## src/rtl/regfile_wb_arbiter.sv

```systemverilog
// regfile_wb_arbiter
//   Shares the single register-file write port among NREQ writeback
//   requesters using round-robin arbitration with a valid/ready handshake.
//   A single registered output stage drives the register file directly and
//   doubles as the forwarding source for the in-flight write. Writes to x0
//   are acknowledged but never reach the register file.
// Ports
//   clk        clock, all state on posedge
//   rst        synchronous reset, active-high
//   req_valid  per-requester write pending
//   req_ready  per-requester write accepted this cycle (one-hot or zero)
//   req_addr   packed dest indices, slice i = [i*ADDR_WIDTH +: ADDR_WIDTH]
//   req_data   packed write data,   slice i = [i*DATA_WIDTH +: DATA_WIDTH]
//   rf_wen     register-file write enable
//   rf_waddr   register-file write index
//   rf_wdata   register-file write data
//   grant_id   requester that owns the current rf_* write
//   fwd_valid  rf_wdata is forwardable to readers of rf_waddr (= rf_wen)
module regfile_wb_arbiter #(
  parameter int unsigned NREQ       = 2,
  parameter int unsigned ADDR_WIDTH = 5,
  parameter int unsigned DATA_WIDTH = 64
) (
  input  logic                       clk,
  input  logic                       rst,
  input  logic [NREQ-1:0]            req_valid,
  output logic [NREQ-1:0]            req_ready,
  input  logic [NREQ*ADDR_WIDTH-1:0] req_addr,
  input  logic [NREQ*DATA_WIDTH-1:0] req_data,
  output logic                       rf_wen,
  output logic [ADDR_WIDTH-1:0]      rf_waddr,
  output logic [DATA_WIDTH-1:0]      rf_wdata,
  output logic [$clog2(NREQ)-1:0]    grant_id,
  output logic                       fwd_valid
);

  localparam int unsigned IDW = $clog2(NREQ);
  localparam logic [IDW:0] NREQ_W = (IDW+1)'(NREQ);

  logic [IDW-1:0]        rr_ptr;
  logic [IDW-1:0]        win_idx;
  logic [IDW-1:0]        ptr_next;
  logic                  win_found;
  logic                  transfer;
  logic [ADDR_WIDTH-1:0] win_addr;
  logic [DATA_WIDTH-1:0] win_data;

  logic [ADDR_WIDTH-1:0] addr_arr [NREQ];
  logic [DATA_WIDTH-1:0] data_arr [NREQ];

  for (genvar g = 0; g < NREQ; g++) begin : g_unpack
    assign addr_arr[g] = req_addr[g*ADDR_WIDTH +: ADDR_WIDTH];
    assign data_arr[g] = req_data[g*DATA_WIDTH +: DATA_WIDTH];
  end

  // (base + inc) mod NREQ; both operands are already below NREQ, so a
  // single conditional subtract suffices even for non-power-of-two NREQ.
  function automatic logic [IDW-1:0] wrap_add(input logic [IDW-1:0] base,
                                              input logic [IDW-1:0] inc);
    logic [IDW:0] sum;
    sum = {1'b0, base} + {1'b0, inc};
    if (sum >= NREQ_W) sum = sum - NREQ_W;
    return sum[IDW-1:0];
  endfunction

  // Scan from rr_ptr upward (modulo NREQ); first valid requester wins.
  always_comb begin
    win_found = 1'b0;
    win_idx   = '0;
    ptr_next  = rr_ptr;
    win_addr  = '0;
    win_data  = '0;
    for (int unsigned k = 0; k < NREQ; k++) begin
      if (!win_found && req_valid[wrap_add(rr_ptr, IDW'(k))]) begin
        win_found = 1'b1;
        win_idx   = wrap_add(rr_ptr, IDW'(k));
        win_addr  = addr_arr[wrap_add(rr_ptr, IDW'(k))];
        win_data  = data_arr[wrap_add(rr_ptr, IDW'(k))];
        ptr_next  = wrap_add(wrap_add(rr_ptr, IDW'(k)), IDW'(1));
      end
    end
    transfer  = win_found & ~rst;
    req_ready = '0;
    if (transfer) req_ready[win_idx] = 1'b1;
  end

  always_ff @(posedge clk) begin
    if (rst) begin
      rr_ptr   <= '0;
      rf_wen   <= 1'b0;
      rf_waddr <= '0;
      rf_wdata <= '0;
      grant_id <= '0;
    end else if (transfer) begin
      rr_ptr   <= ptr_next;
      grant_id <= win_idx;
      // x0 writes are acknowledged but presented as a cleared, disabled write.
      if (win_addr == '0) begin
        rf_wen   <= 1'b0;
        rf_waddr <= '0;
        rf_wdata <= '0;
      end else begin
        rf_wen   <= 1'b1;
        rf_waddr <= win_addr;
        rf_wdata <= win_data;
      end
    end else begin
      rf_wen <= 1'b0;
    end
  end

  assign fwd_valid = rf_wen;

endmodule

```

## config.mk

```make
export PLATFORM = sky130hd
export DESIGN_NAME = regfile_wb_arbiter
export DESIGN_NICKNAME = d
export VERILOG_FILES = /design/src/rtl/regfile_wb_arbiter.sv
export SDC_FILE = /design/constraint.sdc
export NUM_CORES = 1
export LEC_CHECK = 0
export ABC_AREA = 0
export BUFFER_PORTS_ARGS = -buffer_cell sky130_fd_sc_hd__buf_2
export CORE_MARGIN = 2
export CORE_UTILIZATION = 40
export CTS_BUF_LIST = sky130_fd_sc_hd__clkbuf_16
export DETAILED_ROUTE_END_ITERATION = 6
export PLACE_DENSITY_LB_ADDON = 0.08
export SYNTH_ARGS = -nofsm -noshare
export SYNTH_HDL_FRONTEND = slang
export SYNTH_SLANG_ARGS = --single-unit
```

## constraint.sdc

```tcl
create_clock -name clk -period 4.34 [get_ports clk]
set_clock_uncertainty 0.15 [all_clocks]
set_input_delay 0.868 -clock clk [delete_from_list [all_inputs] [get_ports clk]]
set_output_delay 0.868 -clock clk [all_outputs]
set_load 0.01 [all_outputs]
```

==> impl_summary.log <==
[metrics] total global routing overflow: 0
[metrics] slew at the pin closest to its max-slew limit: 693.5 ps
[metrics] leading cell types by total area after synthesis: dfxtp_1, a221o_1, and2_1
[metrics] kind of critical path: in -> out
[metrics] power density over cell area: 399.8 nW/um^2
[metrics] maximum number of pins on one net before global-route repair: 65
[metrics] count of max-cap constraint violations: 0
[metrics] library cells used by synthesis: 25
[metrics] average footprint of a synthesized cell: 11.20 sq um
[metrics] FMAX: 368.1 MHz
[metrics] CTS Root Buffer Type: clkbuf_16
[metrics] total area of multi-input combinational cells: 1304 sq um
[metrics] worst max-slew margin expressed relative to the limit: 53.77%
[metrics] CTS tree: yes
[metrics] CTS H-tree lvls: 3
[metrics] share of synthesized area occupied by flip-flops and latches: 49.29%
[metrics] Setup Total Neg Slack: 0 ps
[metrics] global-route wire length before repair: 12,950 um
[metrics] setup repair after global routing missed its margin: false
[metrics] Peak VDD IR: 195.2 uV
[metrics] warnings from Yosys: 0
[metrics] top flip-flop cell by instance count after synthesis: dfxtp_1
[metrics] hold violation total from the final report: 0
[metrics] final weighted congestion in routability-driven placement: 0.7731
[metrics] area delta synth->final: 45.53%
[metrics] max-slew violation total from the final report: 0
[metrics] CTS Sinks: 72
[metrics] beginning of the worst hold path: grant_id
[metrics] Final Critical Period: 2717 ps
[metrics] worst endpoint data arrival time: 1700 ps
[metrics] CTS clock-pin slew for the worst setup and hold paths: 50 ps
[metrics] Via-to-Cell Ratio: 5.031
[metrics] number of cell rows: 31
[metrics] cell type with the highest aggregate area in the netlist: dfxtp_1
[metrics] number of synthesized register bits: 72
[metrics] portion of the clock cycle consumed by the worst path in the final layout: 62.60%
[metrics] vertical die dimension: 89.50 um
[metrics] count of endpoints failing setup in the final report: 0
[metrics] number of DRC violations after detailed-routing iteration 0: 107
[metrics] number of antenna violations at the first check in global routing: 0
[metrics] synthesized netlist cell count: 261
[metrics] Async SR Flop Fraction: 0%
[metrics] vias in the first global route: 2,661
[metrics] antenna violation net count after detailed routing: 0
[metrics] overall via count from detail_route: 2,878
[metrics] startpoint kind of the worst setup timing path: input port
[metrics] core area: 7176 sq um
[metrics] number of resized instances in the post-cts repair step: 0
[metrics] number of flops mapped to enable cells by yosys: 0
[metrics] total number of nets in the final design: 610
[metrics] leakage component of the power: 2.184 nW
[metrics] die area: 8010 sq um
[metrics] Worst Hold Margin: 327.7 ps
[metrics] slack of the worst reg-to-reg path: 2150 ps
[metrics] ports placed on the boundary: 216
[metrics] Post-DP HPWL: 6248 um
[metrics] global-route usage over all layers: 20.96%
[metrics] chip width: 89.50 um
[metrics] utilization after layout: 59.30%
[metrics] critical path capture point type: primary output
[metrics] Worst Setup SP: req_valid[1]
[metrics] top cell type's share of synthesized area: 49.29%
[metrics] Final Routed Wirelength: 8663 um
[metrics] ANT cells: 0
[metrics] post-route DRC violation count: 0
[metrics] Hold Path End: grant_id
[metrics] number of buffers added by the clock tree synthesis step: 9
[metrics] depth of the worst register-to-register path: 5
[metrics] post-CTS setup buffer count: 0
[metrics] number of hold-repair buffers added at the cts stage: 0
[metrics] Max Buffers Root-to-Sink: 2
[metrics] fillcell total: 642
[metrics] Reg-to-Reg End: rf_wdata[26]
[metrics] initial cell density of the core: 40.75%
[metrics] number of instances on the worst hold path: 1
[metrics] type of the worst min-delay path: reg -> reg
[metrics] post-synthesis instance area: 2924 sq um
[metrics] source-to-sink clock delay at the later pin of the worst-skew pair: 320 ps
[metrics] net count after synthesis: 403
[metrics] origin of the critical flop-to-flop path: rr_ptr
[metrics] Port Buf Inserts: 215
[metrics] status: completed
[metrics] share of layout cells above drive strength 1: 51.16%
[metrics] area taken by flip-flops and latches: 1441 sq um
[metrics] mean routed wirelength per cell: 15.15 um
[metrics] data required time at the worst endpoint: 3320 ps
[metrics] DRT Pass-1 Iters: 4
[metrics] peak fanout along the critical path: 9
## Yosys cell counts (2+ instances only)
| library cell | count |
|---|---|
| dfxtp_1 | 72 |
| a221o_1 | 64 |
| and2_1 | 64 |
| buf_6 | 12 |
| nor2_1 | 9 |
| clkbuf_1 | 7 |
| nor3_1 | 5 |
| mux2_2 | 4 |
| o22ai_1 | 4 |
| buf_2 | 3 |
| nand2_1 | 2 |
| nor3_4 | 2 |
## routing by layer
metal	up-vias	wire, um	GRT usage (%)
li1	1414	-	-
met4	0	138	7.734
met1	1329	3709	25.82
met5	-	0	0
met3	13	707	6.094
met2	122	4107	34.75
## per-stage QoR
| stage | instance area, sq um | setup slack (ps) | power [mW] | cells |
|---|---|---|---|---|
| finish | 4255 | 1623 | 1.701 | 572 |
| CTS | 4255 | 1626 | 1.713 | 572 |
| global route | 4255 | 1530 | 1.773 | 572 |
| global placement | 3975 | 1527 | 1.013 | 556 |
| floorplan | 2924 | 1814 | 0.8862 | 261 |
| detailed placement | 3975 | 1513 | 1.016 | 556 |
## worst max-delay path: stages
cell and delay (ps):
buf_2 190, nand2_2 140, nand2_1 280, nor2_1 70, buf_2 140
## how the worst max path moves through the flow
| stage | end | slack (ps) | depth (start not counted) |
|---|---|---|---|
| 2_1_floorplan | req_ready[0] | 1810 | 4 |
| 3_3_place_gp | rf_wdata[25] | 1530 | 6 |
| 3_5_place_dp | rf_wdata[47] | 1510 | 6 |
| 4_1_cts | req_ready[0] | 1630 | 5 |
| 5_1_grt | req_ready[0] | 1530 | 5 |
| 6_report | req_ready[0] | 1620 | 5 |
## flip-flops by register name (all words and copies together), names as in the netlist
| register | cells |
|---|---|
| rr_ptr | 1 |
| fwd_valid | 1 |
| rf_waddr | 5 |
| rf_wdata | 64 |
| grant_id | 1 |
## logic make-up (layout without fill, tap and decap cells)
kind of cell	Yosys count	count (layout)	share of synthesized area, %
compound gates	73	73	23.96
buf+inv	23	235	6.290
flops	72	72	49.29
mux	4	4	1.540
simple gates	89	89	18.91
## area by class of cell
cell class	count	share of cell area (%)
Clock buffer	9	5.293
Clock inverter	7	1.294
Tap cell	99	2.911
Sequential cell	72	33.87
Timing Repair Buffer	219	25.99
Multi-Input combinational cell	166	30.64
## power by group
part	switching (mW)	internal [mW]	leakage [nW]
clock	0.266	0.435	0.147
combinational	0.124	0.136	1.44
sequential	0.0238	0.718	0.597
total	0.413	1.29	2.18
## placed cells by master, fill, tap and decap left out, types with 2 or more instances in the layout
master       n
and2_1      64
nand2_1      2
clkbuf_16    9
nor3_1       4
a221o_1     64
buf_4        4
o22ai_1      4
buf_2      215
mux2_2       4
dfxtp_1     72
clkinv_2     2
nor2_1       9
inv_1        2
clkinv_1     2
nor3_4       2
(Power assumes the default switching activity.)
